`config.mk`:
```
export PLATFORM = sky130hd
export DESIGN_NAME = a51_keystream_core
export DESIGN_NICKNAME = d
export VERILOG_FILES = /design/src/rtl/a51_keystream_core.sv
export SDC_FILE = /design/constraint.sdc
export NUM_CORES = 1
export LEC_CHECK = 0
export CAP_MARGIN = 20
export CORE_UTILIZATION = 55
export CTS_BUF_LIST = sky130_fd_sc_hd__clkbuf_4 sky130_fd_sc_hd__clkbuf_8
export DETAILED_ROUTE_END_ITERATION = 10
export PLACE_DENSITY_LB_ADDON = 0.15
export SLEW_MARGIN = 20
export SYNTH_ARGS = -nofsm -noshare
export SYNTH_HDL_FRONTEND = slang
export SYNTH_SLANG_ARGS = --single-unit
export TNS_END_PERCENT = 50
```
`constraint.sdc`:
```
create_clock -name wb_clk_i -period 2.47 [get_ports wb_clk_i]
set_input_delay 0.494 -clock wb_clk_i [delete_from_list [all_inputs] [get_ports wb_clk_i]]
set_output_delay 0.494 -clock wb_clk_i [all_outputs]
set_load 0.05 [all_outputs]
```
`src/rtl/a51_keystream_core.sv`:
```
// a51_keystream_core: bit-serial A5/1 keystream engine.
// Loads a 64-bit key and a 22-bit frame number, runs 100 mixing steps,
// then emits 228 keystream bits as eight 32-bit words over valid/ready.
// Optional build macro A51_CONTINUOUS_EN: endless 32-bit word stream,
// ks_last_o tied low, start_i while busy restarts with a fresh key/frame.
module a51_keystream_core (
  input  logic        wb_clk_i,
  input  logic        wb_rst_i,
  input  logic        start_i,
  input  logic [63:0] key_i,
  input  logic [21:0] frame_i,
  output logic        busy_o,
  output logic [31:0] ks_word_o,
  output logic        ks_valid_o,
  input  logic        ks_ready_i,
  output logic        ks_last_o
);

`ifdef A51_CONTINUOUS_EN
  localparam logic CONT = 1'b1;
`else
  localparam logic CONT = 1'b0;
`endif

  typedef enum logic [2:0] {
    S_IDLE,
    S_KEY,
    S_FRAME,
    S_MIX,
    S_GEN,
    S_WAIT
  } state_t;

  state_t      r_state;
  logic [63:0] r_key;
  logic [21:0] r_frame;
  logic [18:0] r_r1;
  logic [21:0] r_r2;
  logic [22:0] r_r3;
  logic [6:0]  r_cnt;
  logic [2:0]  r_widx;
  logic [31:0] r_word;
  logic        r_busy;
  logic        r_valid;
  logic        r_last;

  logic        w_maj;
  logic        w_inj;
  logic        w_step_all;
  logic        w_step_maj;
  logic        w_en1;
  logic        w_en2;
  logic        w_en3;
  logic [18:0] w_r1_nx;
  logic [21:0] w_r2_nx;
  logic [22:0] w_r3_nx;
  logic        w_ks_bit;
  logic [31:0] w_shift;
  logic        w_last_word;
  logic        w_gen_done;
  logic        w_restart;

  // Next-state of the three LFSRs and the keystream bit taken after the step
  always_comb begin
    w_maj      = (r_r1[8] & r_r2[10]) | (r_r1[8] & r_r3[10]) | (r_r2[10] & r_r3[10]);
    w_step_all = (r_state == S_KEY) || (r_state == S_FRAME);
    w_step_maj = (r_state == S_MIX) || (r_state == S_GEN);
    w_inj      = 1'b0;
    if (r_state == S_KEY) begin
      w_inj = r_key[0];
    end else if (r_state == S_FRAME) begin
      w_inj = r_frame[0];
    end
    w_en1 = w_step_all || (w_step_maj && (r_r1[8]  == w_maj));
    w_en2 = w_step_all || (w_step_maj && (r_r2[10] == w_maj));
    w_en3 = w_step_all || (w_step_maj && (r_r3[10] == w_maj));
    w_r1_nx = r_r1;
    w_r2_nx = r_r2;
    w_r3_nx = r_r3;
    if (w_en1) begin
      w_r1_nx = {r_r1[17:0], r_r1[13] ^ r_r1[16] ^ r_r1[17] ^ r_r1[18] ^ w_inj};
    end
    if (w_en2) begin
      w_r2_nx = {r_r2[20:0], r_r2[20] ^ r_r2[21] ^ w_inj};
    end
    if (w_en3) begin
      w_r3_nx = {r_r3[21:0], r_r3[7] ^ r_r3[20] ^ r_r3[21] ^ r_r3[22] ^ w_inj};
    end
    w_ks_bit    = w_r1_nx[18] ^ w_r2_nx[21] ^ w_r3_nx[22];
    w_shift     = {r_word[30:0], w_ks_bit};
    w_last_word = !CONT && (r_widx == 3'd7);
    w_gen_done  = (r_cnt == (w_last_word ? 7'd3 : 7'd31));
    w_restart   = start_i && ((r_state == S_IDLE) || (CONT && (r_state != S_IDLE)));
  end

  // Sequencer: load key, load frame, mix, then generate words with handshake
  always_ff @(posedge wb_clk_i) begin
    if (wb_rst_i) begin
      r_state <= S_IDLE;
      r_key   <= '0;
      r_frame <= '0;
      r_r1    <= '0;
      r_r2    <= '0;
      r_r3    <= '0;
      r_cnt   <= '0;
      r_widx  <= '0;
      r_word  <= '0;
      r_busy  <= 1'b0;
      r_valid <= 1'b0;
      r_last  <= 1'b0;
    end else if (w_restart) begin
      r_key   <= key_i;
      r_frame <= frame_i;
      r_r1    <= '0;
      r_r2    <= '0;
      r_r3    <= '0;
      r_cnt   <= '0;
      r_widx  <= '0;
      r_word  <= '0;
      r_busy  <= 1'b1;
      r_valid <= 1'b0;
      r_last  <= 1'b0;
      r_state <= S_KEY;
    end else begin
      case (r_state)
        S_IDLE: begin
        end
        S_KEY: begin
          r_r1  <= w_r1_nx;
          r_r2  <= w_r2_nx;
          r_r3  <= w_r3_nx;
          r_key <= {1'b0, r_key[63:1]};
          if (r_cnt == 7'd63) begin
            r_cnt   <= '0;
            r_state <= S_FRAME;
          end else begin
            r_cnt <= r_cnt + 7'd1;
          end
        end
        S_FRAME: begin
          r_r1    <= w_r1_nx;
          r_r2    <= w_r2_nx;
          r_r3    <= w_r3_nx;
          r_frame <= {1'b0, r_frame[21:1]};
          if (r_cnt == 7'd21) begin
            r_cnt   <= '0;
            r_state <= S_MIX;
          end else begin
            r_cnt <= r_cnt + 7'd1;
          end
        end
        S_MIX: begin
          r_r1 <= w_r1_nx;
          r_r2 <= w_r2_nx;
          r_r3 <= w_r3_nx;
          if (r_cnt == 7'd99) begin
            r_cnt   <= '0;
            r_state <= S_GEN;
          end else begin
            r_cnt <= r_cnt + 7'd1;
          end
        end
        S_GEN: begin
          r_r1 <= w_r1_nx;
          r_r2 <= w_r2_nx;
          r_r3 <= w_r3_nx;
          if (w_gen_done) begin
            // The short final word is left-justified so its first bit sits in [31]
            r_word  <= w_last_word ? {w_shift[3:0], 28'd0} : w_shift;
            r_valid <= 1'b1;
            r_last  <= w_last_word;
            r_cnt   <= '0;
            r_state <= S_WAIT;
          end else begin
            r_word <= w_shift;
            r_cnt  <= r_cnt + 7'd1;
          end
        end
        S_WAIT: begin
          if (ks_ready_i) begin
            r_valid <= 1'b0;
            r_last  <= 1'b0;
            if (w_last_word) begin
              r_widx  <= '0;
              r_busy  <= 1'b0;
              r_state <= S_IDLE;
            end else begin
              r_widx  <= r_widx + 3'd1;
              r_state <= S_GEN;
            end
          end
        end
        default: r_state <= S_IDLE;
      endcase
    end
  end

  assign busy_o     = r_busy;
  assign ks_word_o  = r_word;
  assign ks_valid_o = r_valid;
  assign ks_last_o  = r_last;

endmodule

```
==> qor.yml, run 1 <==
track_usage_pct: 22.5
clk_latency_ns: 0.47
synth.distinct_cells: 46
synthAdderAreaFrac_pct: 0.637
synth_top_family_by_area: "compound AO/OA/AOI/OAI gates"
synth_area_leaders: "dfxtp_1 50%, a21oi_1 8.7%, mux2i_1 7.5%"
fin_crit_sh_pct: 90.7
drcViolationCount: 0
cp_max_fo: 4
cts_resized: 0
synth_top_cells_by_count: "198 x dfxtp_1, 155 x nand2_1, 136 x a21oi_1, 74 x nor2_1, 73 x a22oi_1"
cts_tree: "built"
synth_xor_area_share_pct: 2.37
dieArea_mm2: 0.0148
insertedDiodeCount: 0
ios: 125
nets: 1084
grt_max_degree: 89
gr-total-overflow: 0
initial_utilization_pct: 56.4
hold_violations: 0
antenna_found_initial: 0
min_period_ns: 2.24
yosys_most_used_dff: "dfxtp_1"
postCtsHoldBufs: 0
status: "completed"
ys_ff_latch: 198
htree_levels: 4
detail_route.first_pass.iterations: 5
crit_path_end_kind: "flip-flop"
synthArstFlopShare_pct: 0
cap_violations: 0
cp-start-kind: "flip-flop"
ctsRootBufferMaster: "clkbuf_8"
arrival_ns: 2.61
grt_pass1_wl_mm: 26.9
synth_area_mm2: 0.00786
yosysTopAreaCellShare_pct: 50.4
synthToLayoutAreaGrowth_pct: 22.8
syn_inst: 896
dp_hpwl_mm: 10.5
p_leak_nw: 3.41
pwr_density_cell_mw_per_mm2: 619
drtAntennaViolNets: 0
fin_setup_tns_ns: 0
clk_pin_slew_ns: 0.10
maxSlewViolCount: 0
worstPathRequired_ns: 2.84
synth_most_common_cell: "dfxtp_1"
yosysWarnings: 0
clock_sinks: 198
dr_total_vias: 6472
fin_skew_ns: 0.0121
post_drt_wl_per_cell_um: 13.6
viasPerCell: 5.47
place_congestion: 0.814
seq_area_frac_synth_pct: 50.4
finish.utilization_pct: 69.3
fp.dieH_um: 122
port_buffers: 124
grt_setup_unrepaired: "false"
core-area_mm2: 0.0139
vdd.ir_drop.worst_mv: 0.424
setup_violations: 0
synth_compound_area_share_pct: 19.3
drive_above_1_share_pct: 7.48
synth_nets: 990
synth-edff-count: 0
clockBufferDepth: 2
die_w_um: 122
fmaxAchievable_mhz: 446
hp-class: "reg2reg"
yosysTopAreaCell: "dfxtp_1"
grt_pass1_vias: 6044
synthSimpleGateAreaFrac_pct: 15.6
crit_type: "reg2reg"
muxShareOfSynthArea_pct: 7.66
drt_iter0_drc: 313
synth_area_per_cell_um2: 8.77
cts_buffers: 17
tightest_slew_ns: 0.874
rows: 43
cts_setup_buffers: 0
wl_mm: 16.1
relSlewSlack_pct: 41.7
==> through the flow <==
stage	instances	total power [mW]	worst slack [ns]	instance area, um^2	hold slack, ns
floorplan	896	3.82	0.380	7860	0.432
global placement	1151	4.09	0.332	9280	0.439
detailed placement	1151	4.10	0.263	9280	0.445
CTS	1183	6.03	0.236	9660	0.434
global route	1183	6.22	0.0793	9660	0.459
finish	1183	5.98	0.229	9660	0.455
==> final timing paths <==
kind              depth (start not counted)  slack, ns      start       end
hold / removal                            2       0.46   r_r2[19]  r_r2[19]
setup / recovery                          9       0.23  r_widx[0]  r_cnt[2]
hold reg to reg                           2       0.46   r_r2[19]  r_r2[19]
setup reg to reg                          9       0.23  r_widx[0]  r_cnt[2]
==> registers in the layout, summed over array words and instances (netlist names) <==
register / flops
r_widx: 3
r_key: 64
r_frame: 22
r_cnt: 7
r_state: 3
ks_word_o: 32
r_r2: 22
busy_o: 1
ks_last_o: 1
ks_valid_o: 1
r_r3: 23
r_r1: 19
==> per-layer routing <==
metal / GRT usage [%] / vias to the layer above / share of wire (%)
met2: 37.7 / 135 / 47
met4: 7.72 / 0 / 1.2
met5: 0 / - / 0
li1: - / 3304 / -
met1: 27.3 / 3018 / 46
met3: 7.16 / 15 / 5.3
==> kinds of logic (layout without fill, tap and decap cells) <==
family | after synthesis | after routing
xor gates and xnor gates | 18 | 18
buffers and inverters | 78 | 185
muxes | 60 | 60
and+or+nand+nor | 291 | 291
adders and majority gates | 4 | 4
AOI/OAI and AO/OA | 247 | 247
DFF | 198 | 198
==> critical path: stages, from the launching register on <==
cell and delay [ns]:
dfxtp_1 0.38, ha_1 0.17, ha_1 0.15, or4b_1 0.45
o21a_1 0.13, o31ai_2 0.22, o21a_2 0.21, a21boi_2 0.23
a211o_2 0.16, nor2_1 0.05
==> placed cells by master (no fill, tap or decap), types with 2 or more instances in the layout <==
cell and n:
dfxtp_1 198, nand2_1 155, a21oi_1 135, clkdlybuf4s50_1 123, nor2_1 73, a22oi_1 73, mux2i_1 59, nand3_1 33
buf_4 21, a211oi_1 17, clkbuf_8 17, xnor2_1 11, inv_1 4, nor3_1 4, or3_1 4, xor2_1 4
o21ai_0 4, ha_1 4, clkinv_4 4, clkinvlp_4 4, buf_12 4, nor2b_1 3, nand2b_1 3, nand4_1 3
nand3b_1 3, a31oi_1 3, clkinv_2 3, a21o_1 2, nor2_4 2, o21a_1 2, nor2b_2 2
==> report_power, final <==
group | switching, mW | total, mW | internal, mW
Combinational | 0.339 | 0.660 | 0.322
Clock | 1.14 | 1.95 | 0.817
Sequential | 0.0587 | 3.36 | 3.30
==> area by class of cell <==
| cell class | instances | area (um^2) |
|---|---|---|
| fillers | 1151 | 4280 |
| flip-flops and latches | 198 | 3960 |
| multi-input cells | 620 | 3610 |
| repair buffers | 149 | 1470 |
| clock buffers | 18 | 241 |
| well taps | 180 | 225 |
| clock inverters | 14 | 130 |
| inverters | 4 | 15.0 |
Power figures use the tool's default switching activity.
==> inputs of run 2 (changes only) <==
Settings changed: CORE_ASPECT_RATIO from default to 1.2.
==> run 2 against run 1 <==
The flow now finishes with violations (design-rule violations). Total power decreased by 2.2%. Clock skew decreased by 0.0023 ns. Maximum frequency decreased by 1.3%. Register-to-register slack got worse by 0.03 ns. Global-route usage about the same. Clock-buffer cell count increased by 2. Sequential power about the same. Wire length increased by 2.1%. Via count decreased by 0.29%. Critical path depth unchanged.
==> qor.yml, run 2 (same netlist as run 1, synthesis figures left out) <==
status: "finished with violations"
violations: "design-rule violations"
clk_pin_slew_ns: 0.09
final_cells: 1172
ctsRootBufferMaster: "clkbuf_8"
min_period_ns: 2.27
hp-class: "reg2reg"
clock_sinks: 198
ios: 125
post_drt_wl_per_cell_um: 14.0
pwr_density_cell_mw_per_mm2: 608
nets: 1082
hold_violations: 0
cp_max_fo: 4
cap_violations: 0
final_common_cell: "dfxtp_1"
die_w_um: 111
cpMaxStageDelayCell: "or4b_1"
detail_route.first_pass.iterations: 8
fmaxAchievable_mhz: 440
p_leak_nw: 3.39
core-area_mm2: 0.0139
dieArea_mm2: 0.0148
rows: 47
tightest_slew_ns: 0.903
viasPerCell: 5.51
fin_skew_ns: 0.00983
pwr-share-comb_pct: 11.2
cts_tree: "built"
slowest_delay_ns: 0.48
crit_buf_inv: 0
grt_pass1_vias: 6048
antenna_found_initial: 0
grt_max_degree: 89
clk_latency_ns: 0.47
place_congestion: 0.816
cts_buffers: 17
crit_path_cell_trace: "ha_1 -> ha_1 -> or4b_1 -> o21a_1 -> o31ai_2 -> o21a_2 -> a21boi_4 -> or3_1 -> a21oi_1"
maxSlewViolCount: 0
fin_crit_sh_pct: 91.9
htree_levels: 4
drt_iter0_drc: 401
grt_pass1_wl_mm: 27.3
grt_setup_unrepaired: "false"
track_usage_pct: 22.5
fill_cells: 1135
initial_utilization_pct: 56.6
crit_type: "reg2reg"
top_register: "r_key"
cp_common_cell: "ha_1"
relSlewSlack_pct: 39.8
cp_top_family: "compound AO/OA/AOI/OAI gates"
switching_power_mw: 1.49
fin_setup_tns_ns: 0
cp-start-kind: "flip-flop"
largest_reg_flops: 64
p_seq_share_pct: 57.5
drcViolationCount: 6
power_frac_clock_pct: 31.3
vdd.ir_drop.worst_mv: 0.426
gr-total-overflow: 0
switching_share_pct: 25.5
fp.dieH_um: 133
worstPathRequired_ns: 2.81
post-place-cells: 1139
insertedDiodeCount: 0
setup_violations: 0
arrival_ns: 2.61
dp_hpwl_mm: 10.5
power_report.internal_total_mw: 4.36
drtAntennaViolNets: 0
dr_total_vias: 6453
drive_above_1_share_pct: 7.29
layout_common_cells: "198 x dfxtp_1, 155 x nand2_1, 135 x a21oi_1, 123 x clkdlybuf4s50_1"
port_buffers: 124
synthToLayoutAreaGrowth_pct: 22.3
clockBufferDepth: 2
crit_path_end_kind: "flip-flop"
wl_mm: 16.4
## run 2: through the flow
| step | utilization [%] | hold slack [ns] | worst slack (ns) | total power, mW | cell area (um^2) |
|---|---|---|---|---|---|
| floorplan | - | 0.432 | 0.380 | 3.82 | 7860 |
| global placement | 66.6 | 0.440 | 0.0935 | 4.07 | 9240 |
| detailed placement | 66.6 | 0.444 | 0.0652 | 4.08 | 9240 |
| CTS | 69.0 | 0.458 | 0.160 | 5.90 | 9580 |
| global route | 69.3 | 0.476 | 0.0351 | 6.11 | 9610 |
| finish | 69.3 | 0.456 | 0.200 | 5.84 | 9610 |
## run 2: worst paths after layout
check | from | endpoint | slack [ns] | cells past startpoint
max | r_widx[0] | r_cnt[1] | 0.20 | 9
min reg2reg | r_r2[11] | r_r2[11] | 0.46 | 2
min | r_r2[11] | r_r2[11] | 0.46 | 2
max reg2reg | r_widx[0] | r_cnt[1] | 0.20 | 9
## run 2: tightest hold or removal path: stages (launching register included)
cell,delay [ns]
dfxtp_1,0.32
nand2_1,0.05
a21oi_1,0.05
## run 2: power groups by stage
stage / clock [mW] / combinational [mW] / sequential, mW
CTS: 1.88 / 0.653 / 3.36
global route: 2.02 / 0.722 / 3.37
floorplan: 0 / 0.400 / 3.42
detailed placement: 0 / 0.650 / 3.43
global placement: 0 / 0.644 / 3.43
finish: 1.83 / 0.657 / 3.36
## run 2: routing by layer
metal	GRT usage (%)	vias up	part of all wire, %
met5	0	-	0
met4	8.26	0	1.7
met3	6.41	18	4.9
met2	38.2	113	49
met1	27.3	3035	44
li1	-	3287	-
## run 2: area by class of cell
type,count,area [um^2],share of cell area [%]
flip-flops and latches,198,3960,41.2
multi-input cells,620,3610,37.6
repair buffers,147,1460,15.2
clock buffers,20,263,2.73
well taps,171,214,2.23
clock inverters,12,82.6,0.859
inverters,4,15.0,0.156
## run 2: repair_timing
item,CTS,global route
setup buffers,0,0
setup endpoints to repair,0,24
gates resized for setup,0,2
hold buffers,0,0
==> inputs of run 3 (changes only) <==
Settings changed: CTS_CLUSTER_SIZE from default to 8.
==> results of run 3 <==
No change in the layout: final DEF, timing and power equal those of run 2.
